<file path="config.mk">
export PLATFORM = sky130hd
export DESIGN_NAME = udp_frame_tx_sched_flat
export DESIGN_NICKNAME = d
export VERILOG_FILES = /design/src/rtl/udp_frame_tx_sched_if.sv /design/src/rtl/udp_frame_tx_sched.sv /design/src/flat_wrapper.sv
export SDC_FILE = /design/constraint.sdc
export NUM_CORES = 1
export LEC_CHECK = 0
export CORE_MARGIN = 1.5
export CORE_UTILIZATION = 39
export CTS_CLUSTER_SIZE = 30
export DETAILED_ROUTE_END_ITERATION = 16
export SETUP_SLACK_MARGIN = 0.05
export SLEW_MARGIN = 20
export SYNTH_ARGS = -nofsm -noshare
export SYNTH_HDL_FRONTEND = slang
export SYNTH_SLANG_ARGS = --single-unit
</file>
<file path="constraint.sdc">
create_clock -name clk -period 3.3 [get_ports clk]
set_clock_uncertainty 0.1 [all_clocks]
set_input_delay 0.66 -clock clk [delete_from_list [all_inputs] [get_ports clk]]
set_output_delay 0.66 -clock clk [all_outputs]
set_load 0.01 [all_outputs]
</file>
<file path="src/rtl/udp_frame_tx_sched_if.sv">
`timescale 1ns/1ps
// -----------------------------------------------------------------------------
// udp_frame_tx_sched_if
// Packet stream between the frame scheduler and the UDP/MAC transmitter.
//   o_st_data  : 32-bit beat payload
//   o_st_valid : beat present
//   i_st_ready : sink accepts the beat this clock
//   o_st_sop   : first beat of a packet
//   o_st_eop   : last beat of a packet
//   o_st_err   : frame overrun flag, qualified by o_st_eop
// master = scheduler side, slave = transmitter side.
// -----------------------------------------------------------------------------
interface udp_frame_tx_sched_if;
   logic [31:0] o_st_data;
   logic        o_st_valid;
   logic        i_st_ready;
   logic        o_st_sop;
   logic        o_st_eop;
   logic        o_st_err;

   modport master (
      output o_st_data, o_st_valid, o_st_sop, o_st_eop, o_st_err,
      input  i_st_ready
   );

   modport slave (
      input  o_st_data, o_st_valid, o_st_sop, o_st_eop, o_st_err,
      output i_st_ready
   );
endinterface

</file>
<file path="src/rtl/udp_frame_tx_sched.sv">
`timescale 1ns/1ps
// -----------------------------------------------------------------------------
// udp_frame_tx_sched
// Read-side scheduler of the ping-pong UDP packet buffer. On each falling edge
// of the main sync it waits SETTLE clocks, requests the transmitter and, once
// granted, streams PKT_WORDS buffer words as one sop/eop-framed packet. The RAM
// read latency is absorbed by a credit-limited skid FIFO so backpressure never
// drops or repeats a word. Sent frames and overruns are counted.
//
// Ports:
//   clk, rst     : clock, asynchronous active-high reset
//   i_enable     : allow new frames to be scheduled
//   i_msync_n    : main sync, active low, already synchronous to clk
//   o_rd_addr    : buffer read address (0 outside SEND)
//   i_rd_data    : buffer read data, RD_LAT clocks after o_rd_addr
//   o_tx_req     : transmitter request, i_tx_gnt : transmitter grant
//   st           : packet stream (master modport)
//   o_busy       : scheduler not idle
//   o_frame_cnt  : completed packets (wraps)
//   o_ovr_cnt    : frame overruns (wraps)
// -----------------------------------------------------------------------------
module udp_frame_tx_sched #(
   parameter int PKT_WORDS  = 528,
   parameter int RD_LAT     = 2,
   parameter int SETTLE     = 8,
   parameter int SKID_DEPTH = 4
) (
   input  logic                        clk,
   input  logic                        rst,
   input  logic                        i_enable,
   input  logic                        i_msync_n,
   output logic [9:0]                  o_rd_addr,
   input  logic [31:0]                 i_rd_data,
   output logic                        o_tx_req,
   input  logic                        i_tx_gnt,
   udp_frame_tx_sched_if.master        st,
   output logic                        o_busy,
   output logic [15:0]                 o_frame_cnt,
   output logic [15:0]                 o_ovr_cnt
);
   localparam int DATA_W = 32;
   localparam int CNT_W  = 11;
   localparam int PTR_W  = (SKID_DEPTH > 1) ? $clog2(SKID_DEPTH) : 1;
   // one extra bit so FIFO level plus reads in flight never overflows
   localparam int LVL_W  = $clog2(SKID_DEPTH + 1) + 1;

   localparam logic [CNT_W-1:0] PKT_N       = CNT_W'(PKT_WORDS);
   localparam logic [CNT_W-1:0] PKT_LAST    = CNT_W'(PKT_WORDS - 1);
   localparam logic [7:0]       SETTLE_LAST = 8'(SETTLE - 1);
   localparam logic [LVL_W-1:0] DEPTH_L     = LVL_W'(SKID_DEPTH);
   localparam logic [PTR_W-1:0] PTR_LAST    = PTR_W'(SKID_DEPTH - 1);

   typedef enum logic [2:0] {IDLE, WAIT, REQ, SEND, DONE} state_t;

   state_t              state_q, state_d;
   logic                msync_n_q, msync_n_d;
   logic                pend_q, pend_d;
   logic [7:0]          dly_q, dly_d;
   logic [CNT_W-1:0]    issue_cnt_q, issue_cnt_d;
   logic [CNT_W-1:0]    beat_cnt_q, beat_cnt_d;
   logic [9:0]          rd_addr_q, rd_addr_d;
   logic [RD_LAT-1:0]   rd_vld_q, rd_vld_d;
   logic                err_q, err_d;
   logic [15:0]         frame_cnt_q, frame_cnt_d;
   logic [15:0]         ovr_cnt_q, ovr_cnt_d;
   logic [PTR_W-1:0]    wr_ptr_q, wr_ptr_d;
   logic [PTR_W-1:0]    rd_ptr_q, rd_ptr_d;
   logic [LVL_W-1:0]    skid_cnt_q, skid_cnt_d;
   logic [LVL_W-1:0]    inflight;
   logic [DATA_W-1:0]   skid_mem [SKID_DEPTH];

   logic msync, in_send, issue, push, pop, st_valid, st_eop;

   assign msync_n_d = i_msync_n;
   assign msync     = msync_n_q & ~i_msync_n;
   assign in_send   = (state_q == SEND);

   // Reads already issued but not yet landed in the skid FIFO.
   always_comb begin
      inflight = '0;
      for (int i = 0; i < RD_LAT; i++) begin
         inflight = inflight + LVL_W'(rd_vld_q[i]);
      end
   end

   // A read is only issued when the FIFO has guaranteed room for its data,
   // counting every read still travelling through the RAM.
   assign issue = in_send && (issue_cnt_q < PKT_N) &&
                  ((skid_cnt_q + inflight) < DEPTH_L);
   assign push  = rd_vld_q[RD_LAT-1];
   assign st_valid = (skid_cnt_q != '0);
   assign pop      = st_valid && st.i_st_ready;
   assign st_eop   = st_valid && (beat_cnt_q == PKT_LAST);

   // The address is presented in the issue cycle so the data returns exactly
   // RD_LAT clocks later; otherwise the last issued address is held.
   always_comb begin
      rd_addr_d = '0;
      if (in_send) begin
         rd_addr_d = issue ? issue_cnt_q[9:0] : rd_addr_q;
      end
   end
   assign o_rd_addr = rd_addr_d;

   always_comb begin
      rd_vld_d    = rd_vld_q << 1;
      rd_vld_d[0] = issue;
   end

   // Skid FIFO pointers and level.
   always_comb begin
      wr_ptr_d   = wr_ptr_q;
      rd_ptr_d   = rd_ptr_q;
      skid_cnt_d = skid_cnt_q + LVL_W'(push) - LVL_W'(pop);
      if (push) begin
         wr_ptr_d = (wr_ptr_q == PTR_LAST) ? '0 : wr_ptr_q + PTR_W'(1);
      end
      if (pop) begin
         rd_ptr_d = (rd_ptr_q == PTR_LAST) ? '0 : rd_ptr_q + PTR_W'(1);
      end
   end

   // Scheduler FSM: next state, counters, overrun tracking.
   always_comb begin
      state_d     = state_q;
      pend_d      = pend_q;
      dly_d       = dly_q;
      issue_cnt_d = issue_cnt_q;
      beat_cnt_d  = beat_cnt_q;
      err_d       = err_q;
      frame_cnt_d = frame_cnt_q;
      ovr_cnt_d   = ovr_cnt_q;
      case (state_q)
         IDLE: begin
            pend_d      = 1'b0;
            issue_cnt_d = '0;
            beat_cnt_d  = '0;
            err_d       = 1'b0;
            if ((msync || pend_q) && i_enable) begin
               state_d = WAIT;
               dly_d   = '0;
            end
         end
         WAIT: begin
            if (msync) begin
               dly_d     = '0;
               ovr_cnt_d = ovr_cnt_q + 16'd1;
            end else if (dly_q == SETTLE_LAST) begin
               state_d = REQ;
            end else begin
               dly_d = dly_q + 8'd1;
            end
         end
         REQ: begin
            if (msync) begin
               ovr_cnt_d = ovr_cnt_q + 16'd1;
            end
            if (i_tx_gnt) begin
               state_d = SEND;
            end
         end
         SEND: begin
            if (issue) begin
               issue_cnt_d = issue_cnt_q + CNT_W'(1);
            end
            if (pop) begin
               beat_cnt_d = beat_cnt_q + CNT_W'(1);
            end
            // The running packet always completes; an overlapping sync is only
            // flagged and counted, never queued.
            if (msync) begin
               ovr_cnt_d = ovr_cnt_q + 16'd1;
               err_d     = 1'b1;
            end
            if (pop && st_eop) begin
               frame_cnt_d = frame_cnt_q + 16'd1;
               state_d     = DONE;
            end
         end
         DONE: begin
            // A sync landing here is replayed as an IDLE sync next clock.
            if (msync) begin
               pend_d = 1'b1;
            end
            state_d = IDLE;
         end
         default: state_d = IDLE;
      endcase
   end

   // Control registers
   always_ff @(posedge clk or posedge rst) begin
      if (rst) begin
         state_q     <= IDLE;
         msync_n_q   <= 1'b0;
         pend_q      <= 1'b0;
         dly_q       <= '0;
         issue_cnt_q <= '0;
         beat_cnt_q  <= '0;
         rd_addr_q   <= '0;
         rd_vld_q    <= '0;
         err_q       <= 1'b0;
         frame_cnt_q <= '0;
         ovr_cnt_q   <= '0;
         wr_ptr_q    <= '0;
         rd_ptr_q    <= '0;
         skid_cnt_q  <= '0;
      end else begin
         state_q     <= state_d;
         msync_n_q   <= msync_n_d;
         pend_q      <= pend_d;
         dly_q       <= dly_d;
         issue_cnt_q <= issue_cnt_d;
         beat_cnt_q  <= beat_cnt_d;
         rd_addr_q   <= rd_addr_d;
         rd_vld_q    <= rd_vld_d;
         err_q       <= err_d;
         frame_cnt_q <= frame_cnt_d;
         ovr_cnt_q   <= ovr_cnt_d;
         wr_ptr_q    <= wr_ptr_d;
         rd_ptr_q    <= rd_ptr_d;
         skid_cnt_q  <= skid_cnt_d;
      end
   end

   // Skid FIFO storage
   always_ff @(posedge clk) begin
      if (push) begin
         skid_mem[wr_ptr_q] <= i_rd_data;
      end
   end

   assign st.o_st_valid = st_valid;
   assign st.o_st_data  = st_valid ? skid_mem[rd_ptr_q] : '0;
   assign st.o_st_sop   = st_valid && (beat_cnt_q == '0);
   assign st.o_st_eop   = st_eop;
   assign st.o_st_err   = st_eop && (err_q || (in_send && msync));

   assign o_tx_req    = (state_q == REQ);
   assign o_busy      = (state_q != IDLE);
   assign o_frame_cnt = frame_cnt_q;
   assign o_ovr_cnt   = ovr_cnt_q;
endmodule
</file>
<file path="src/flat_wrapper.sv">
// flat-port wrapper written by rule: the top's interface ports become plain ports
module udp_frame_tx_sched_flat 
#(
   parameter int PKT_WORDS  = 528,
   parameter int RD_LAT     = 2,
   parameter int SETTLE     = 8,
   parameter int SKID_DEPTH = 4
)
  (clk, rst, i_enable, i_msync_n, o_rd_addr, i_rd_data, o_tx_req, i_tx_gnt, o_busy, o_frame_cnt, o_ovr_cnt, st_o_st_data, st_o_st_valid, st_o_st_sop, st_o_st_eop, st_o_st_err, st_i_st_ready);
  udp_frame_tx_sched_if st_i ();
  input  logic clk;
  input  logic rst;
  input  logic i_enable;
  input  logic i_msync_n;
  output logic [9:0] o_rd_addr;
  input  logic [31:0] i_rd_data;
  output logic o_tx_req;
  input  logic i_tx_gnt;
  output logic o_busy;
  output logic [15:0] o_frame_cnt;
  output logic [15:0] o_ovr_cnt;
  output wire logic [$bits(st_i.o_st_data)-1:0] st_o_st_data;
  output wire logic [$bits(st_i.o_st_valid)-1:0] st_o_st_valid;
  output wire logic [$bits(st_i.o_st_sop)-1:0] st_o_st_sop;
  output wire logic [$bits(st_i.o_st_eop)-1:0] st_o_st_eop;
  output wire logic [$bits(st_i.o_st_err)-1:0] st_o_st_err;
  input wire logic [$bits(st_i.i_st_ready)-1:0] st_i_st_ready;
  assign st_o_st_data = st_i.o_st_data;
  assign st_o_st_valid = st_i.o_st_valid;
  assign st_o_st_sop = st_i.o_st_sop;
  assign st_o_st_eop = st_i.o_st_eop;
  assign st_o_st_err = st_i.o_st_err;
  assign st_i.i_st_ready = st_i_st_ready;
  udp_frame_tx_sched #(.PKT_WORDS(PKT_WORDS), .RD_LAT(RD_LAT), .SETTLE(SETTLE), .SKID_DEPTH(SKID_DEPTH)) u_core (.clk(clk), .rst(rst), .i_enable(i_enable), .i_msync_n(i_msync_n), .o_rd_addr(o_rd_addr), .i_rd_data(i_rd_data), .o_tx_req(o_tx_req), .i_tx_gnt(i_tx_gnt), .st(st_i), .o_busy(o_busy), .o_frame_cnt(o_frame_cnt), .o_ovr_cnt(o_ovr_cnt));
endmodule
</file>
Word-level counts from Yosys, hierarchy flattened. Memory sizes are Yosys's and may differ from the RTL's. Index checks and enable logic that the tools add are counted.

Bits in writable memories: 128. Bits of input ports: 38. Memories kept: 1. Word-level logic and storage cells: 99. Output and inout port bits: 80. Flip-flop bits (word level): 88.

Memories: u_core.skid_mem (words 4, width 32, read ports 1, clocked after memory_dff 0, wr ports 1, RTL line udp_frame_tx_sched.sv:70) `logic [DATA_W-1:0] skid_mem [SKID_DEPTH];`.

Reduce and logical (&&, ||, !) cells: 27. Muxes and demuxes: 24. $add $sub $neg: 11. Bitwise logic cells: 2. Magnitude comparators: 2. Eq/ne operators: 18.

Operator list (count): $pmux W11 S2 (2); $add A16 B1 Y16 const B (2); $mux W32 (1); $mux W8 (3); $add A11 B1 Y11 const B (2); $mux W11 (2); $mux W10 (2); $pmux W8 S2 (1); $mux W3 (5); $pmux W3 S4 (1); $reduce_and A2 Y1 (6); $eq A11 B10 Y1 const B (1); $logic_not A11 Y1 (1); $lt A11 B10 Y1 const B (1); $ne A2 B1 Y1 const B (5); $logic_and A1 B1 Y1 (9); $add A8 B1 Y8 const B (1); $eq A8 B3 Y1 const B (1); $ne A2 B2 Y1 const B (4); $eq A3 B2 Y1 const B (2); $reduce_bool A2 Y1 (3); $reduce_and A5 Y1 (1); $add A2 B1 Y2 const B (2); $add A4 B1 Y4 (1); other kinds (19) (25).

Depth between registers and ports, before layout. Gate-level depths: netlist (run 1).

Depth in word-level cells: 6. Depth in mapped cells: 12. Gate-level depth less buffers: 12.

Least setup slack after synthesis (run 1). No wires, ideal clock.

Path type: register to output. Start: register u_core.rd_vld_q[1]. End: output o_rd_addr[1]. Cell stages (with the launch flop): 9. Slack: -0.010 ns. Buffers on the path: 2. Arrival time: 2.550 ns. Required time: 2.540 ns. Cells stage by stage: dfrtp_1 -> ha_1 -> ha_1 -> a31oi_1 -> mux2_2 -> or4_1 -> buf_2 -> buf_6 -> mux2i_1.

Word-level cells in the longest chain between the ends: 6.

RTL lines: start: declaration (RTL line udp_frame_tx_sched.sv:62) `logic [RD_LAT-1:0] rd_vld_q, rd_vld_d;`; start signal: assignment (RTL line udp_frame_tx_sched.sv:216) `rd_vld_q <= rd_vld_d;`; $add A1 B1 Y2 (RTL line udp_frame_tx_sched.sv:82) `inflight = inflight + LVL_W'(rd_vld_q[i]);`; $add A4 B4 Y4 (RTL line udp_frame_tx_sched.sv:89) `((skid_cnt_q + inflight) < DEPTH_L);`; $lt A4 B3 Y1 (RTL line udp_frame_tx_sched.sv:89); $logic_and A1 B1 Y1 (RTL line udp_frame_tx_sched.sv:88) `assign issue = in_send && (issue_cnt_q < PKT_N) &&`; $mux W10 (RTL line udp_frame_tx_sched.sv:100) `rd_addr_d = issue ? issue_cnt_q[9:0] : rd_addr_q;`; $mux W10 (RTL line udp_frame_tx_sched.sv:99) `if (in_send) begin`; end: declaration (RTL line flat_wrapper.sv:15) `output logic [9:0] o_rd_addr;`.

Every way passes these cells.

Final worst setup path (run 1).
Start: register u_core.rd_vld_q[1]. End: output o_rd_addr[8].

Same word-level chain as after synthesis.

==> results by group, run 1 <==
Timing
  – Final slew viol count: 0
  – Worst slew pin tran: 0.9503 ns
  – Setup ws final: -0.2866 ns
  – Final-report hold violation count: 0
  – Slew headroom: 36.65%
  – Post-layout min period: 3.587 ns
  – FMAX: 278.8 MHz
  – RSZ-0062 raised after global routing: true
  – Fin crit share: 108.7%
  – Hold_ws: 0.3776 ns
  – Final setup fails: 10

Final layout
  – Design Area, Final: 12060 µm²
  – Synth-to-Final Area Change: 28.09%
  – Fillers: 2019
  – Multi-input gate area: 3264 µm²
  – Number of diodes: 0
  – Final nets: around 870
  – FF+latch area: 6047 µm²
  – Share of layout cells above drive strength 1: 18.87%

Critical path
  – Worst R2R Start: u_core.rd_vld_q[1]
  – RR Endpoint: u_core.rd_addr_q[6]
  – CP Max Fanout: 6
  – Arrival time worst endpoint: 2.83 ns
  – Critical path type: register to output port
  – FF-to-FF setup slack: 0.70 ns
  – Critical Path Start Type: register
  – R2R depth: 9
  – Req. time, crit path: 2.54 ns
  – CP endpoint kind: output port

Floorplanning
  – Die extent in x: 158.4 µm
  – Die ar.: 25090 µm²
  – Die height: 158.4 µm
  – Ports: 118
  – Core Rows: 56
  – Starting Density: 39.88%
  – Core area: 23610 µm²

Place
  – GP Congestion: 0.8002
  – Port buffer count: 117
  – Post-Place Cell Area: ~11000 µm²
  – Pre-CTS setup slack: -0.3710 ns
  – DPL Wire Length: 12.41 mm

Clocking
  – CTS Buf Count: 24
  – Hold Buf Count CTS: 0
  – Number of H-tree levels: 1
  – Clock transition at path regs: 0.05 ns
  – Clk_lat worst skew: about 0.51 ns
  – CTS Buffer Depth: 3
  – Clock Sinks: 216
  – CTS root buf: clkbuf_16
  – CTS tree: done

Yosys
  – Area share of the largest cell type after synthesis: 40.82%
  – Post-synthesis cell count: about 660
  – Syn_nets: 721
  – Post-synthesis cell type with the largest combined area: edfxtp_1
  – Avg Synthesized Cell Area: 14.18 µm²
  – Top cells by area, synth: edfxtp_1 (41%), dfrtp_1 (23%), mux4_2 (7.7%)
  – Post-synth ARST share: 40.74%
  – Post-synthesis sequential area ratio: 64.20%
  – Count leader, synth: edfxtp_1
  – Top FF cell, synth: edfxtp_1
  – Seq cells post-synth: 216
  – EDFF count, synth: 128
  – Post-synth top cells: edfxtp_1 (128), dfrtp_1 (88), nand2_1 (55)
  – Syn Std Cell Area: roughly 9400 µm²
  – Post-synthesis cell type count: 55
  – Ys Warns: 0

Drt
  – Vias per inst: 5.162
  – # DRC: 0
  – Vias: 5941
  – Starting DRT DRC Count: 355
  – Remaining antenna violation count: 0
  – Final WL: 20.19 mm
  – Drt wl/cell: 17.54 µm
  – First-pass detailed-route iteration total: 4

Worst hold path
  – Hold Path Origin: u_core.o_frame_cnt[15]
  – WHS Endpoint: u_core.o_frame_cnt[15]
  – Worst hold path type: register to register
  – Hold Path Stages: 1

Flow run
  – Max cap viols: 0

Status
  – Failing checks: negative setup slack
  – Status: finished, violations left

Power and ir drop
  – Lkg Pwr: about 4.7 nW
  – Overall power: 9.409 mW
  – Max VDD drop: between 0.0005 and 0.0006 V
  – Pwr Density: 780.1 nW/µm²

GRT
  – Grt total ovfl: 0
  – Largest net degree at the start of global routing: 44
  – First-pass GRT wire length: about 32 mm
  – Global Route Usage Sum: roughly 16%
  – Initial antenna violation count: 0
  – Vias in the first global route: 6144
[logic make-up (layout without fill, tap and decap cells)]
family / Yosys count / after routing / share of synthesized area [%]
AO/OA/AOI/OAI: 47 / 47 / 3.255
XOR/XNOR: 35 / 35 / 3.255
adder cells (fa/ha/maj): 19 / 19 / 2.604
buffers and inverters: 57 / 225 / 2.485
flip-flops: 216 / 216 / 64.20
multiplexers: 55 / 55 / 10.15
AND/OR/NAND/NOR: 235 / 235 / 14.04
[metrics by stage]
step	util, %	TNS [ns]	std cells
2_1_floorplan	-	0	664
3_3_place_gp	47.21	-3.341	1097
3_5_place_dp	47.21	-3.549	1097
4_1_cts	50.57	-2.695	1147
5_1_grt	51.08	-3.416	1151
6_report	51.08	-2.692	1151
[power breakdown]
group	switching (mW)	leakage, nW	internal (mW)
Clock	1.03	0.365	1.46
Sequential	0.288	2.29	3.33
Combinational	1.55	2.05	1.77
[area by class of cell]
cell class,instances,share of cell area [%]
flip-flops and latches,216,50.13
inverters,26,0.8195
multi-input cells,391,27.06
well taps,319,3.309
clock inverters,6,0.3319
clock buffers,37,5.799
repair buffers,156,12.54
[worst max-delay path by stage]
stage                             from      endpoint  slack, ns  cells after the start
CTS                 u_core.rd_vld_q[1]  o_rd_addr[1]      -0.28                      8
global placement    u_core.rd_vld_q[0]  o_rd_addr[5]      -0.34                      8
detailed placement  u_core.rd_vld_q[0]  o_rd_addr[1]      -0.37                      8
global route        u_core.rd_vld_q[1]  o_rd_addr[3]      -0.36                      8
floorplan           u_core.rd_vld_q[1]  o_rd_addr[1]       0.04                      8
finish              u_core.rd_vld_q[1]  o_rd_addr[8]      -0.29                      8
[registers in the layout, indices dropped and copies added, names as in the netlist]
register	count
u_core.rd_ptr_q	2
u_core.err_q	1
u_core.msync_n_q	1
u_core.state_q	3
u_core.wr_ptr_q	2
u_core.skid_cnt_q	4
u_core.beat_cnt_q	11
u_core.dly_q	8
u_core.o_frame_cnt	16
u_core.skid_mem	128
u_core.rd_vld_q	2
u_core.o_ovr_cnt	16
u_core.rd_addr_q	10
u_core.issue_cnt_q	11
u_core.pend_q	1
[per-layer routing]
layer / up-vias / wire (µm) / part of all wire, % / track usage [%]
li1: 2771 / - / - / -
met1: 2976 / 8992 / 45 / 21.45
met2: 168 / 9613 / 48 / 27.01
met3: 26 / 1306 / 6.5 / 4.300
met4: 0 / 281 / 1.4 / 3.338
met5: - / 0 / 0 / 0
[timing repair]
action,4_1_cts,5_1_grt
endpoints found under the setup margin,45,22
setup buffers,7,2
pin swaps,5,0
gates resized for setup,55,9
cloned,0,2
[critical path, cell delays in order, from the launching register on]
cell and delay [ns]:
dfrtp_1 0.41, ha_4 0.18, ha_4 0.24, a31oi_4 0.19, mux2_4 0.32, or4_4 0.45
buf_6 0.17, mux2i_2 0.19, buf_2 0.16
[placed cells by master (no fill, tap or decap), types with 14 or more instances in the layout]
cell type and count:
nor2_1 24, xor2_1 17, inv_1 24, mux4_2 32, nor3_1 14, xnor2_1 18
edfxtp_1 128, clkdlybuf4s50_1 102, nand3_1 17, buf_4 32, ha_1 16, clkbuf_16 26
dfrtp_1 87, and2_1 34, nand2_1 55, nand4_1 22
(Power assumes the default switching activity.)
==> run 2: changes to the inputs <==
--- a/config.mk
+++ b/config.mk
@@ -5,10 +5,13 @@
 export SDC_FILE = /design/constraint.sdc
 export NUM_CORES = 1
 export LEC_CHECK = 0
+export CELL_PAD_IN_SITES_DETAIL_PLACEMENT = 1
+export CELL_PAD_IN_SITES_GLOBAL_PLACEMENT = 1
 export CORE_MARGIN = 1.5
 export CORE_UTILIZATION = 39
 export CTS_CLUSTER_SIZE = 30
 export DETAILED_ROUTE_END_ITERATION = 16
+export PLACE_DENSITY_LB_ADDON = 0.1
 export SETUP_SLACK_MARGIN = 0.05
 export SLEW_MARGIN = 20
 export SYNTH_ARGS = -nofsm -noshare
==> run 2 against run 1 <==
The run still ends with negative setup slack left. Sequential cell count did not move. Utilization rose by 0.72 points. Sequential power rose by 1%. Count of clock-buffer cells in the layout fell by 4. First-iteration DRC count fell by 28%. Combinational power rose by 3%. Via count rose by 0.91%. Fmax fell by 0.78%. Final cell count rose by 1.1%. Critical path type unchanged. Largest cell class unchanged.
==> results by group, run 2 (synthesis results as in run 1) <==
Worst hold path
  – WHS Endpoint: u_core.o_ovr_cnt[15] (was u_core.o_frame_cnt[15])
  – Worst hold path type: register to register (unchanged)
  – Hold Path Origin: u_core.o_ovr_cnt[15] (was u_core.o_frame_cnt[15])
  – Hold Path Stages: 1 (unchanged)

Timing
  – RSZ-0062 raised after global routing: true (unchanged)
  – FMAX: 276.7 MHz (was 278.8 MHz)
  – Hold_ws: 0.3639 ns (was 0.3776 ns)
  – Final slew viol count: 0 (unchanged)
  – Setup tns final: -2.772 ns (was -2.692 ns)
  – Post-layout min period: 3.615 ns (was 3.587 ns)
  – Fin crit share: 109.5% (was 108.7%)
  – Worst slew pin tran: 0.9438 ns (was 0.9503 ns)
  – Slew headroom: 37.08% (was 36.65%)
  – Final-report hold violation count: 0 (unchanged)
  – Final setup fails: 10 (unchanged)
  – Setup ws final: -0.3147 ns (was -0.2866 ns)

Place
  – DPL Wire Length: 13.79 mm (was 12.41 mm)
  – GP Congestion: 0.8019 (was 0.8002)
  – Post-Place Cell Area: 11170 µm² (was 11150 µm²)
  – Port buffer count: 117 (unchanged)

Critical path
  – Cell Chain, Critical Path: ha_2 > ha_4 > a31oi_4 > mux2_4 > or4_4 > buf_12 > mux2i_2 > buf_2 (was ha_4 > ha_4 > a31oi_4 > mux2_4 > or4_4 > buf_6 > mux2i_2 > buf_2)
  – Critical Path Start Type: register (unchanged)
  – Arrival time worst endpoint: 2.85 ns (was 2.83 ns)
  – CP Max Fanout: 7 (was 6)
  – Critical path's top delay family: multiplexers (unchanged)
  – CP endpoint kind: output port (unchanged)
  – Req. time, crit path: 2.54 ns (about the same)
  – FF-to-FF setup slack: 0.59 ns (was 0.70 ns)
  – Critical path type: register to output port (unchanged)
  – RR Endpoint: u_core.skid_cnt_q[2] (was u_core.rd_addr_q[6])
  – R2R depth: 14 (was 9)
  – CP bufs+invs: 2 (unchanged)
  – CP max-delay cell: or4_4 (unchanged)
  – Worst R2R Start: u_core.skid_cnt_q[2] (was u_core.rd_vld_q[1])
  – Max stage delay on crit path: 0.46 ns (was 0.45 ns)

Status
  – Failing checks: negative setup slack (unchanged)
  – Status: finished, violations left (unchanged)

Floorplanning
  – Core Rows: 56 (unchanged)
  – Ports: 118 (unchanged)
  – Die ar.: 25090 µm² (unchanged)
  – Die extent in x: 158.4 µm (unchanged)
  – Core area: 23610 µm² (unchanged)
  – Die height: 158.4 µm (unchanged)
  – Starting Density: 39.88% (unchanged)

Final layout
  – Most common cell after layout, fill and taps aside: edfxtp_1 (unchanged)
  – Design Area, Final: 12230 µm² (was 12060 µm²)
  – Most flop-heavy register: u_core.skid_mem (unchanged)
  – Fillers: 2350 (was 2019)
  – Number of diodes: 0 (unchanged)
  – Synth-to-Final Area Change: 29.88% (was 28.09%)
  – Final Util: 51.80% (was 51.08%)
  – Final nets: 886 (was 872)
  – Leading cell types in the layout, fill and taps excluded: edfxtp_1 (128), clkdlybuf4s50_1 (91), dfrtp_1 (86) (was edfxtp_1 (128), clkdlybuf4s50_1 (102), dfrtp_1 (87))
  – Number of flip-flops in the largest register: 128 (unchanged)
  – Share of layout cells above drive strength 1: 20.24% (was 18.87%)

GRT
  – Largest net degree at the start of global routing: 63 (was 44)
  – Grt total ovfl: 0 (unchanged)
  – Vias in the first global route: 6539 (was 6144)
  – Global Route Usage Sum: 17.57% (was 16.24%)
  – Initial antenna violation count: 0 (unchanged)
  – First-pass GRT wire length: 34.39 mm (was 32.15 mm)

Clocking
  – CTS Buffer Depth: 3 (unchanged)
  – CTS Buf Count: 24 (unchanged)
  – Number of H-tree levels: 1 (unchanged)
  – Clk_lat worst skew: 0.51 ns (about the same)
  – CTS tree: done (unchanged)
  – CTS root buf: clkbuf_16 (unchanged)
  – Clock transition at path regs: 0.06 ns (was 0.05 ns)
  – Clock Sinks: 216 (unchanged)

Drt
  – Starting DRT DRC Count: 254 (was 355)
  – Final WL: 21.97 mm (was 20.19 mm)
  – # DRC: 0 (unchanged)
  – Vias per inst: 5.150 (was 5.162)
  – Vias: 5995 (was 5941)
  – First-pass detailed-route iteration total: 4 (unchanged)
  – Drt wl/cell: 18.88 µm (was 17.54 µm)
  – Remaining antenna violation count: 0 (unchanged)

Power and ir drop
  – Pwr Density: 781.3 nW/µm² (was 780.1 nW/µm²)
  – Overall power: 9.556 mW (was 9.409 mW)
  – Max VDD drop: 0.0004408 V (was 0.0005254 V)
  – Lkg Pwr: 4.886 nW (was 4.701 nW)

Flow run
  – Max cap viols: 0 (unchanged)
[run 2: metal layers]
layer	wire length, µm	share of wire, %	track usage (%)	up-vias
met2	11100	51	31.40	117
met5	0	0	0	-
met3	1135	5.2	4.001	27
li1	-	-	-	2794
met1	9436	43	21.53	3057
met4	297	1.4	4.183	0
[run 2: worst max-delay path by stage]
stage	start	to	slack, ns	cells after the start
after floorplan	u_core.rd_vld_q[1]	o_rd_addr[1]	0.04	8
after global placement	u_core.rd_vld_q[0]	o_rd_addr[7]	-0.35	8
after detailed placement	u_core.rd_vld_q[0]	o_rd_addr[8]	-0.40	8
after CTS	u_core.rd_vld_q[1]	o_rd_addr[0]	-0.32	8
after global routing	u_core.rd_vld_q[1]	o_rd_addr[8]	-0.42	8
final	u_core.rd_vld_q[1]	o_rd_addr[8]	-0.31	8
[run 2: repair_timing]
item / CTS / global route
gates cloned: 0 / 2
setup endpoints to repair: 45 / 44
hold buffers: 0 / 0
gates resized for setup: 60 / 27
pin swaps: 5 / 2
buffers inserted: 12 / 9
[run 2: power by group]
group / switching, mW / internal, mW
Sequential: 0.332 / 3.33
Combinational: 1.56 / 1.86
Clock: 1.01 / 1.46
Total: 2.91 / 6.65
[run 2: cell type report]
class                           instances  area [µm²]  share of cell area, %
Clock inverter                          9       70.07                 0.5729
Tap cell                              319       399.1                  3.263
Sequential cell                       216        6048                  49.45
Inverter                               26       98.84                 0.8082
Timing Repair Buffer                  170        1679                  13.73
Multi-Input combinational cell        391        3279                  26.81
Clock buffer                           33       655.6                  5.361
[run 2: through the flow]
step / instances / worst slack [ns]
CTS: 1154 / -0.3233
global route: 1164 / -0.4152
global placement: 1100 / -0.3483
finish: 1164 / -0.3147
detailed placement: 1100 / -0.3979
floorplan: 664 / 0.04050
==> run 3: changes to the inputs <==
--- a/config.mk
+++ b/config.mk
@@ -11,6 +11,7 @@
 export CORE_UTILIZATION = 39
 export CTS_CLUSTER_SIZE = 30
 export DETAILED_ROUTE_END_ITERATION = 16
+export GPL_TIMING_DRIVEN = 0
 export PLACE_DENSITY_LB_ADDON = 0.1
 export SETUP_SLACK_MARGIN = 0.05
 export SLEW_MARGIN = 20
==> run 3 against run 2 <==
The flow still finishes with violations (negative setup slack). Routed wire length up 0.10%. Critical path depth up 1. Total power up 2.9%. Via count up 1.1%. Largest cell class unchanged.
==> results by group, run 3 (synthesis results as in run 1) <==
Drt
  – Met3 routed WL: 1.098 mm (was 1.135 mm)
  – # DRC: 0 (unchanged)
  – M1 WL: 9.171 mm (was 9.436 mm)
  – Drt wl/cell: 18.86 µm (was 18.88 µm)
  – Vias per inst: 5.196 (was 5.150)
  – Uppermost layer routed: met4 (unchanged)
  – Final WL: 22.00 mm (was 21.97 mm)
  – Starting DRT DRC Count: 267 (was 254)
  – First-pass detailed-route iteration total: 4 (unchanged)
  – Met2 wire length: 11.22 mm (was 11.10 mm)
  – Remaining antenna violation count: 0 (unchanged)
  – Vias: 6058 (was 5995)

GRT
  – Grt total ovfl: 0 (unchanged)
  – Initial antenna violation count: 0 (unchanged)
  – First-pass GRT wire length: 35.97 mm (was 34.39 mm)
  – Vias in the first global route: 6714 (was 6539)
  – Largest net degree at the start of global routing: 51 (was 63)
  – Global Route Usage Sum: 18.41% (was 17.57%)

Timing
  – Setup tns final: -4.021 ns (was -2.772 ns)
  – Setup ws final: -0.4294 ns (was -0.3147 ns)
  – FMAX: 268.1 MHz (was 276.7 MHz)
  – Slew headroom: 31.30% (was 37.08%)
  – Worst slew pin tran: 1.022 ns (was 0.9438 ns)
  – Final slew viol count: 0 (unchanged)
  – Fin crit share: 113.0% (was 109.5%)
  – Post-layout min period: 3.729 ns (was 3.615 ns)
  – Final-report hold violation count: 0 (unchanged)
  – RSZ-0062 raised after global routing: true (unchanged)
  – Final setup fails: 10 (unchanged)

Critical path
  – CP endpoint kind: output port (unchanged)
  – Cell Chain, Critical Path: ha_4 > ha_4 > a31oi_4 > mux2_4 > or4_4 > buf_8 > buf_4 > mux2i_2 > buf_2 (was ha_2 > ha_4 > a31oi_4 > mux2_4 > or4_4 > buf_12 > mux2i_2 > buf_2)
  – Critical Path Start Type: register (unchanged)
  – CP max-delay cell: or4_4 (unchanged)
  – Arrival time worst endpoint: 2.97 ns (was 2.85 ns)
  – CP Max Fanout: 5 (was 7)
  – Req. time, crit path: 2.54 ns (about the same)
  – Critical path type: register to output port (unchanged)
  – Max stage delay on crit path: 0.49 ns (was 0.46 ns)
  – CP dominant cell by count: ha_4

Floorplanning
  – Core area: 23610 µm² (unchanged)
  – Die height: 158.4 µm (unchanged)
  – Ports: 118 (unchanged)
  – Core Rows: 56 (unchanged)
  – Die extent in x: 158.4 µm (unchanged)
  – Die ar.: 25090 µm² (unchanged)
  – Starting Density: 39.88% (unchanged)

Flow run
  – Max cap viols: 0 (unchanged)

Power and ir drop
  – Max VDD drop: 0.0005138 V (was 0.0004408 V)
  – Pwr Density: 791.3 nW/µm² (was 781.3 nW/µm²)
  – Overall power: 9.837 mW (was 9.556 mW)
  – Lkg Pwr: 4.922 nW (was 4.886 nW)

Final layout
  – Number of diodes: 0 (unchanged)
  – Leading cell types in the layout, fill and taps excluded: edfxtp_1 (128), dfrtp_1 (86), clkdlybuf4s50_1 (75) (was edfxtp_1 (128), clkdlybuf4s50_1 (91), dfrtp_1 (86))
  – Most common cell after layout, fill and taps aside: edfxtp_1 (unchanged)
  – FF+latch area: 6048 µm² (unchanged)
  – Most flop-heavy register: u_core.skid_mem (unchanged)
  – Synth-to-Final Area Change: 32.02% (was 29.88%)
  – Post-route insts no fill: 1166 (was 1164)
  – Share of layout cells above drive strength 1: 19.83% (was 20.24%)
  – Design Area, Final: 12430 µm² (was 12230 µm²)
  – Multi-input gate area: 3346 µm² (was 3279 µm²)
  – Number of flip-flops in the largest register: 128 (unchanged)
  – Final nets: 887 (was 886)
  – Fillers: 2336 (was 2350)

Place
  – Placed cells: 1105 (was 1100)
  – DPL Wire Length: 14.67 mm (was 13.79 mm)
  – GP Congestion: 0.7965 (was 0.8019)
  – Port buffer count: 117 (unchanged)
  – Post-Place Cell Area: 11130 µm² (was 11170 µm²)

Status
  – Failing checks: negative setup slack (unchanged)
  – Status: finished, violations left (unchanged)

Worst hold path
  – Worst hold path type: register to register (unchanged)

Clocking
  – Clock transition at path regs: 0.06 ns (about the same)
  – CTS tree: done (unchanged)
  – CTS root buf: clkbuf_16 (unchanged)
  – CTS Buf Count: 25 (was 24)
  – Clock Sinks: 216 (unchanged)
  – Number of H-tree levels: 1 (unchanged)
  – CTS Buffer Depth: 3 (unchanged)
  – Clk_lat worst skew: 0.53 ns (was 0.51 ns)
-- run 3: layout make-up --
type                            instances  share of cell area [%]
Inverter                               26                  0.8052
Sequential cell                       216                   48.65
Clock buffer                           35                   5.737
Buffer                                 29                   2.224
Timing Repair Buffer                  141                   11.59
Tap cell                              319                   3.211
Clock inverter                          9                  0.8655
Multi-Input combinational cell        391                   26.91
-- run 3: path summary, 6_finish.rpt --
kind	start	to	slack [ns]	depth (start not counted)
worst min-delay path	u_core.o_ovr_cnt[15]	u_core.o_ovr_cnt[15]	0.37	1
min in group asynchronous	rst	u_core.rd_addr_q[6]	0.49	2
worst max-delay path	u_core.rd_vld_q[1]	o_rd_addr[0]	-0.43	9
worst min register to register	u_core.o_ovr_cnt[15]	u_core.o_ovr_cnt[15]	0.37	1
worst max register to register	u_core.rd_vld_q[1]	u_core.issue_cnt_q[9]	0.65	10
max in group asynchronous	rst	u_core.skid_cnt_q[1]	1.94	3
-- run 3: repair_timing --
item | 4_1_cts | 5_1_grt
buffers inserted | 13 | 5
gates resized for setup | 127 | 37
setup endpoints to repair | 49 | 27
pin swaps | 3 | 1
gates cloned | 1 | 0
hold buffers | 0 | 0
-- run 3: worst max-delay path, delay by kind of cell (launching register included) --
kind,cells,cell delay (ns)
multiplexers,2,0.53
AND/OR/NAND/NOR,1,0.49
buffers and inverters,3,0.45
flip-flops,1,0.42
adder cells (fa/ha/maj),2,0.37
AO/OA/AOI/OAI,1,0.18
-- run 3: through the flow --
step	util (%)	hold slack [ns]	worst slack [ns]
3_5_place_dp	47.14	0.2839	-0.7074
4_1_cts	51.85	0.3702	-0.4858
2_1_floorplan	-	0.2597	0.04050
6_report	52.65	0.3662	-0.4294
3_3_place_gp	46.68	0.2769	-1.201
5_1_grt	52.65	0.3905	-0.4925
-- run 3: per-layer routing --
| layer | vias to the layer above | global-route usage (%) |
|---|---|---|
| met5 | - | 0 |
| met4 | 0 | 5.340 |
| met3 | 39 | 4.219 |
| met2 | 125 | 32.25 |
| met1 | 3099 | 22.72 |
| li1 | 2795 | - |
-- run 3: power breakdown --
part	total, mW	internal (mW)	leakage, nW	switching, mW
clock network	2.72	1.66	0.398	1.06
logic	3.50	1.86	2.24	1.64
registers	3.62	3.32	2.28	0.293
total	9.84	6.84	4.92	2.99
